==> config.mk <==
export PLATFORM = sky130hd
export DESIGN_NAME = dap_bit_shifter
export DESIGN_NICKNAME = d
export VERILOG_FILES = /design/src/rtl/dap_bit_shifter.sv
export SDC_FILE = /design/constraint.sdc
export NUM_CORES = 1
export LEC_CHECK = 0
export CAP_MARGIN = 20
export CELL_PAD_IN_SITES_DETAIL_PLACEMENT = 1
export CELL_PAD_IN_SITES_GLOBAL_PLACEMENT = 2
export CORE_ASPECT_RATIO = 1.4
export CORE_UTILIZATION = 30
export CTS_CLUSTER_SIZE = 40
export DETAILED_ROUTE_END_ITERATION = 8
export PLACE_DENSITY_LB_ADDON = 0.1
export SLEW_MARGIN = 30
export SYNTH_ARGS = -nofsm -noshare
export SYNTH_HDL_FRONTEND = slang
export SYNTH_SLANG_ARGS = --single-unit
==> constraint.sdc <==
create_clock -name clk -period 2.14 [get_ports clk]
set_input_delay 0.214 -clock clk [delete_from_list [all_inputs] [get_ports clk]]
set_output_delay 0.214 -clock clk [all_outputs]
set_load 0.005 [all_outputs]
==> src/rtl/dap_bit_shifter.sv <==
`default_nettype none
// ============================================================================
// Module      : dap_bit_shifter
// Description : Single-line serial bit shifter for a debug access port.
//               It shifts 1..32 bits out (write) or in (read), paced by
//               strobes from an external baud generator. The drive-moment
//               strobe is sclk_pulse and the sample-moment strobe is
//               sclk_delay_pulse.
//
//               Optional feature macro: DAP_SHIFTER_PARITY_EN
//                 defined   : an even-parity bit follows the data bits
//                             (PAR state). On a read, parity_err reports
//                             a parity mismatch.
//                 undefined : no parity bit, and parity_err is tied to 0.
//
// Parameters  : LSB_FIRST  1 = bit 0 goes first, 0 = bit len_m1 goes first
//
// Ports       : clk              system clock, rising edge
//               reset            synchronous active-high reset
//               sclk_pulse       drive-moment strobe (1 cycle)
//               sclk_delay_pulse sample-moment strobe (1 cycle)
//               start            transfer request, accepted only in IDLE
//               dir              1 = write (drive line), 0 = read
//               len_m1[4:0]      bit count minus one
//               tx_data[31:0]    write data, right-justified
//               io_in            sampled line level
//               io_out           driven line level
//               io_oe            line output enable
//               busy             transfer in progress
//               done             one-cycle completion pulse
//               rx_data[31:0]    read result, right-justified
//               parity_err       read parity mismatch
//
// Revision    : 1.0  initial release
// ============================================================================
module dap_bit_shifter #(
    parameter int LSB_FIRST = 1
) (
    input  logic        clk,
    input  logic        reset,
    input  logic        sclk_pulse,
    input  logic        sclk_delay_pulse,
    input  logic        start,
    input  logic        dir,
    input  logic [4:0]  len_m1,
    input  logic [31:0] tx_data,
    input  logic        io_in,
    output logic        io_out,
    output logic        io_oe,
    output logic        busy,
    output logic        done,
    output logic [31:0] rx_data,
    output logic        parity_err
);

    localparam logic [2:0] c_ST_IDLE  = 3'd0;
    localparam logic [2:0] c_ST_ARM   = 3'd1;
    localparam logic [2:0] c_ST_SHIFT = 3'd2;
`ifdef DAP_SHIFTER_PARITY_EN
    localparam logic [2:0] c_ST_PAR   = 3'd3;
`endif
    localparam logic [2:0] c_ST_HOLD  = 3'd4;

    // State entered once the last data bit has been driven or sampled.
`ifdef DAP_SHIFTER_PARITY_EN
    localparam logic [2:0] c_ST_POST  = c_ST_PAR;
`else
    localparam logic [2:0] c_ST_POST  = c_ST_HOLD;
`endif

    localparam bit c_LSB = (LSB_FIRST != 0);

    logic [2:0]  r_state;
    logic        r_dir;
    logic [4:0]  r_len;
    logic [31:0] r_sh;
    logic [5:0]  r_cnt;
    logic        r_io_out;
    logic        r_io_oe;
    logic        r_busy;
    logic        r_done;
    logic [31:0] r_rx;
`ifdef DAP_SHIFTER_PARITY_EN
    logic        r_par;
    logic        r_par_err;
`endif

    logic        w_last;
    logic        w_bit_out;
    logic [31:0] w_sh_out;
    logic [31:0] w_sh_in;
    logic [31:0] w_load;

    // The counter is 6 bits wide, so a 32-bit transfer ends at 31 and never wraps.
    assign w_last    = (r_cnt == {1'b0, r_len});

    // A write shifts the bit being driven out of one end of r_sh. A read
    // shifts the sampled bit in at the opposite end.
    assign w_bit_out = c_LSB ? r_sh[0] : r_sh[31];
    assign w_sh_out  = c_LSB ? {1'b0, r_sh[31:1]} : {r_sh[30:0], 1'b0};
    assign w_sh_in   = c_LSB ? {io_in, r_sh[31:1]} : {r_sh[30:0], io_in};

    // For MSB-first, bit len_m1 is pre-aligned to bit 31. The upper unused
    // bits are shifted away by this alignment.
    assign w_load    = c_LSB ? tx_data : (tx_data << (~len_m1));

    // LSB-first reads fill r_sh from the top, so the result is shifted down
    // by 31-len (equal to ~len in 5 bits). MSB-first reads fill r_sh from
    // a zero register, so they are already right-justified.
    function automatic logic [31:0] f_justify(input logic [31:0] v, input logic [4:0] len);
        if (c_LSB) begin
            return v >> (~len);
        end
        return v;
    endfunction

    always_ff @(posedge clk) begin
        if (reset) begin
            r_state   <= c_ST_IDLE;
            r_dir     <= 1'b0;
            r_len     <= 5'd0;
            r_sh      <= 32'd0;
            r_cnt     <= 6'd0;
            r_io_out  <= 1'b0;
            r_io_oe   <= 1'b0;
            r_busy    <= 1'b0;
            r_done    <= 1'b0;
            r_rx      <= 32'd0;
`ifdef DAP_SHIFTER_PARITY_EN
            r_par     <= 1'b0;
            r_par_err <= 1'b0;
`endif
        end else begin
            r_done <= 1'b0;
            case (r_state)
                c_ST_IDLE: begin
                    // A write returns to IDLE in its done cycle, so a start
                    // seen in that cycle is blocked here.
                    if (start && !r_done) begin
                        r_dir   <= dir;
                        r_len   <= len_m1;
                        r_sh    <= dir ? w_load : 32'd0;
                        r_cnt   <= 6'd0;
                        r_busy  <= 1'b1;
                        r_state <= c_ST_ARM;
`ifdef DAP_SHIFTER_PARITY_EN
                        r_par   <= ^(tx_data & (32'hFFFF_FFFF >> (~len_m1)));
`endif
                    end
                end

                c_ST_ARM, c_ST_SHIFT: begin
                    if (r_dir) begin
                        if (sclk_pulse) begin
                            r_io_out <= w_bit_out;
                            r_io_oe  <= 1'b1;
                            r_sh     <= w_sh_out;
                            if (w_last) begin
                                r_state <= c_ST_POST;
                            end else begin
                                r_cnt   <= r_cnt + 6'd1;
                                r_state <= c_ST_SHIFT;
                            end
                        end
                    end else if ((r_state == c_ST_SHIFT) || sclk_pulse) begin
                        // In ARM, sampling opens with the arming pulse. A
                        // sample strobe in the same cycle already counts.
                        r_state <= c_ST_SHIFT;
                        if (sclk_delay_pulse) begin
                            r_sh <= w_sh_in;
                            if (w_last) begin
`ifdef DAP_SHIFTER_PARITY_EN
                                r_state <= c_ST_PAR;
`else
                                r_state <= c_ST_HOLD;
                                r_done  <= 1'b1;
                                r_busy  <= 1'b0;
                                r_rx    <= f_justify(w_sh_in, r_len);
`endif
                            end else begin
                                r_cnt <= r_cnt + 6'd1;
                            end
                        end
                    end
                end

`ifdef DAP_SHIFTER_PARITY_EN
                c_ST_PAR: begin
                    if (r_dir) begin
                        if (sclk_pulse) begin
                            r_io_out <= r_par;
                            r_state  <= c_ST_HOLD;
                        end
                    end else if (sclk_delay_pulse) begin
                        // Unused r_sh bits are zero, so XOR over all of
                        // r_sh equals XOR over the received data bits.
                        r_par_err <= io_in ^ (^r_sh);
                        r_rx      <= f_justify(r_sh, r_len);
                        r_done    <= 1'b1;
                        r_busy    <= 1'b0;
                        r_state   <= c_ST_HOLD;
                    end
                end
`endif

                c_ST_HOLD: begin
                    if (r_dir) begin
                        // The last bit stays on the line for one more bit time.
                        if (sclk_pulse) begin
                            r_io_oe <= 1'b0;
                            r_done  <= 1'b1;
                            r_busy  <= 1'b0;
                            r_state <= c_ST_IDLE;
                        end
                    end else begin
                        // A read is already complete. This cycle is its done cycle.
                        r_state <= c_ST_IDLE;
                    end
                end

                default: begin
                    r_state <= c_ST_IDLE;
                end
            endcase
        end
    end

    assign io_out  = r_io_out;
    assign io_oe   = r_io_oe;
    assign busy    = r_busy;
    assign done    = r_done;
    assign rx_data = r_rx;
`ifdef DAP_SHIFTER_PARITY_EN
    assign parity_err = r_par_err;
`else
    assign parity_err = 1'b0;
`endif

endmodule
`default_nettype wire

-- Word level (Yosys, flattened, before mapping)
Index checks and enable logic that the tools add are counted.
- input port bits: 44
- register bits after elaboration: 83
- output and inout port bits: 37
- bitwise logic cells: 2
- add/sub/neg operators: 1
- shifts and indexed selects: 1
- mux-type cells: 48
- reductions and logical operators: 15
- eq/ne operators: 17
- operator list (cell ; count):
    32-bit 2-to-1 mux ; 7
    32-bit case mux with 2 select lines ; 1
    6-bit 2-to-1 mux ; 6
    32-bit by 5-bit >> shifter with 32-bit output ; 1
    3-bit 2-to-1 mux ; 8
    1-bit 2-to-1 mux ; 21
    2-bit inequality test (second input constant) ; 9
    5-bit AND reduction ; 3
    3-bit inequality test (second input constant) ; 4
    6-bit case mux with 2 select lines ; 1
    3-bit case mux with 3 select lines ; 1
    8-bit AND reduction ; 1
    6-bit by 1-bit adder with 6-bit output (second input constant) ; 1
    6-bit by 5-bit equality test with 1-bit output ; 1
    5-bit NOT ; 1
    1-bit case mux with 2 select lines ; 2
    4-bit AND reduction ; 1
    2-bit nonzero test ; 2
    3-bit by 1-bit equality test with 1-bit output (second input constant) ; 1
    3-bit by 2-bit equality test with 1-bit output (second input constant) ; 1
    3-bit equality test (second input constant) ; 1
    3-bit logical NOT ; 1
    1-bit case mux with 3 select lines ; 1
    3-bit AND reduction ; 1
    7 further kinds ; 7

-- Logic depth before layout (Yosys ltp)
- depth after elaboration: 8
- gate-level depth with buffers: 9
- mapped depth without buffers: 5

-- Worst setup path before layout
OpenSTA, ideal clock, no wires.
- path kind: reg-to-reg
- start: reg r_len[1]
- end: reg r_rx[11] (netlist: rx_data[11])
- period minus slack after synthesis: 2.073 ns
- path buffers: 3
- data arrival time: 1.941 ns
- stages on the path, launching flop included: 9
- library setup time: 0.132 ns
- required time: 2.008 ns
- slack: 0.067 ns
- cells stage by stage: dfxtp_1 -> buf_4 -> buf_2 -> buf_4 -> mux2_2 -> a222oi_1 -> mux2i_1 -> a221oi_1 -> nor3_1
- cells in the longest elaborated chain, start to end: 3
- RTL lines (what ; RTL line ; RTL):
    start: declaration ; 75 ; logic [4:0] r_len;
    start signal: assignment ; 141 ; r_len <= len_m1;
    5-bit NOT ; 112 ; return v >> (~len);
    32-bit by 5-bit >> shifter with 32-bit output ; 112 ;
    32-bit 2-to-1 mux ; 114 ; return v;
    end signal: assignment ; 178 ; r_rx <= f_justify(w_sh_in, r_len);
    end: declaration ; 82 ; logic [31:0] r_rx;
Several ways; a longest one is shown, not always the timed one.
A chain may end at the register's enable or synchronous reset.

-- Worst setup path after layout
- start: reg r_len[2]
- end: reg r_rx[22] (netlist: rx_data[22])
Same word-level chain as after synthesis.

==> flow_metrics.tcl <==
set metrics [dict create \
    min_path_type "in -> reg" \
    syn_inst 633 \
    dieArea_sq_mm 0.01837 \
    drive_above_1_share_pct 20.16 \
    yosysWarnings 0 \
    multi_input_area_sq_mm 0.003387 \
    drt-met1-wl_um 7930 \
    ant_nets 0 \
    maxCapViolCount 0 \
    final_util_pct 40.52 \
    nFillCells 2107 \
    crit_family "multiplexers" \
    first_pass_iters 5 \
    synthTopCellsByCount "dfxtp_1 (83), nand2_1 (82), nor2_1 (68), nand3_1 (59)" \
    required_ps 2370 \
    status "completed" \
    hpwlAfterDp_um 13890 \
    ff_latch_area_sq_mm 0.001664 \
    highest_layer "met4" \
    path_clk_slew_ps 70 \
    setup_violations 0 \
    drv_slew 0 \
    io_pins 81 \
    synth-seq-cells 83 \
    antenna_found_initial 0 \
    fmax_mhz 487.5 \
    netlist_top_cells_area "dfxtp_1 (31%), mux4_2 (11%), nand2_1 (5.8%)" \
    cts_max_level 3 \
    critPathMostFrequentCell "mux2i_1" \
    tightest_slew_ps 686.0 \
    grt_overflow_total 0 \
    relSlewSlack_pct 54.10 \
    synth_top_area_cell "dfxtp_1" \
    hold_viol 0 \
    grt_max_degree 65 \
    period_share_pct 95.86 \
    wirelength_um 18190 \
    arrival_ps 2290 \
    num_rows 57 \
    synthArstFlopShare_pct 0 \
    ir_drop_mv 0.8920 \
    fin_tns_setup_ps 0 \
    area_delta_synth_final_pct 31.84 \
    yosysSeqAreaShare_pct 31.07 \
    cts_buffers 9 \
    wire_per_inst_um 18.85 \
    ys.flop_type "dfxtp_1" \
    place.port_buffers 79 \
    vias_per_cell 5.436 \
    crit_type "reg -> reg" \
    crit_slowest_cell "mux4_2" \
    die_h_um 160.0 \
    worst-path-buf-inv 1 \
    clk_latency_ps 360 \
    vias 5246 \
    wl_met2_um 9212 \
    cts_num_sinks 83 \
    fin_nets 769 \
    n_antenna_cell 0 \
    synth_top_area_share_pct 31.07 \
    coreArea_sq_mm 0.01740 \
    met3_length_um 546 \
    path_cells "buf_12 > mux4_2 > mux2i_1 > mux2i_1 > nand3_1 > a21oi_1" \
    synth_nets 678 \
    cpPeakStageDelay_ps 510 \
    clockBufferDepth 2 \
    start_util_pct 30.73 \
    die_w_um 114.8 \
    grt_pass1_wl_um 29440 \
    grtUsageTotal_pct 20.70 \
    crit_fanout 13 \
    fin_worst_skew_ps 7.676 \
    synth-edff-count 0 \
    tritoncts "done" \
    period_minus_slack_ps 2051 \
    place_congestion 0.8450 \
    cts-root-buf "clkbuf_16" \
    yosysMostFrequentCell "dfxtp_1" \
    drt_iter0_markers 189 \
    powerDensity_mw_per_mm2 1460 \
    cp-end-kind "flip-flop" \
    p_leak_uw 0.002420 \
    rsz0062_at_grt "no" \
    synth.avg_cell_area_sq_um 8.448 \
    syn_area_sq_mm 0.005348 \
    grt_pass1_vias 5473 \
    yosysUniqueCellTypes 57 \
    startpoint_type "flip-flop" \
    drcViolationCount 0 \
    holdBufCountCts 0 \
]
placed cells by master (no fill, tap or decap), types with 7 or more instances in the layout:
master,netlist,layout
nor3_1,9,8
mux2_2,21,21
buf_12,0,7
o21ai_0,10,10
nor2_1,68,68
a311oi_1,34,34
a21oi_1,32,32
a211oi_1,15,15
nand3_1,59,59
clkdlybuf4s50_1,0,78
clkbuf_16,0,9
nand2_1,82,82
mux4_2,27,27
o211ai_1,8,8
mux2i_1,22,22
buf_4,8,56
dfxtp_1,83,81
worst paths after layout:
check / slack, ps / cells past startpoint / startpoint / to
max reg2reg: 90 / 6 / r_len[2] / rx_data[22]
min reg2reg: 450 / 2 / rx_data[22] / rx_data[22]
min: 260 / 2 / reset / io_oe
max: 90 / 6 / r_len[2] / rx_data[22]
timing repair:
item / in CTS / in global routing
hold endpoints to repair: 0 / 0
gates resized for setup: 0 / 8
endpoints found under the setup margin: 0 / 25
setup buffers: 0 / 1
worst reg2reg max path: cells and delay by family, from the launching register on:
kind	cells	cell delay, ps
mux	3	1150
flops	1	400
buf+inv	1	170
compound gates	1	70
simple gates	1	140
area by class of cell:
| cell class | instances | area share (%) |
|---|---|---|
| tap | 236 | 4.188 |
| clock inverter | 7 | 1.083 |
| clock buffer | 9 | 3.194 |
| multi-input combinational | 477 | 48.04 |
| sequential | 83 | 23.60 |
| timing repair buffer | 144 | 19.41 |
| inverter | 9 | 0.4791 |
kinds of logic (layout without fill, tap and decap cells):
group	count (synthesis)	in the layout	synth area share, %
AOI/OAI and AO/OA	145	145	19.87
xor gates and xnor gates	7	7	1.146
adders and majority gates	1	1	0.2339
buffers and inverters	73	169	6.317
DFF	83	83	31.07
muxes	70	70	19.91
other	1	1	0.07012
and+or+nand+nor	253	253	21.38
where the power goes:
part | internal, uW | total, uW | switching (uW)
combinational | 2780 | 6290 | 3510
clock | 913 | 1630 | 717
sequential | 1930 | 2370 | 444
total | 5620 | 10300 | 4670
layer usage:
metal | track usage [%] | vias up
met5 | 0 | -
met4 | 8.323 | 0
met3 | 3.264 | 27
met2 | 35.98 | 113
met1 | 25.09 | 2557
li1 | - | 2549
flip-flops by register name (all words and copies together), names as in the netlist, 3 cells and up:
| name | flops |
|---|---|
| r_cnt | 6 |
| r_sh | 32 |
| rx_data | 32 |
| r_len | 5 |
| r_state | 3 |
metrics by stage:
step	power, uW	worst slack (ps)	hold WS (ps)	instances	area, sq um
6_report	10290	88.67	259.0	965	7051
5_1_grt	11080	6.788	268.8	965	7051
3_3_place_gp	8538	-39.40	442.6	948	6701
2_1_floorplan	6372	67.00	361.5	633	5348
4_1_cts	10320	15.90	245.4	964	7003
3_5_place_dp	8653	-26.23	446.1	948	6701
(Power assumes the default switching activity.)
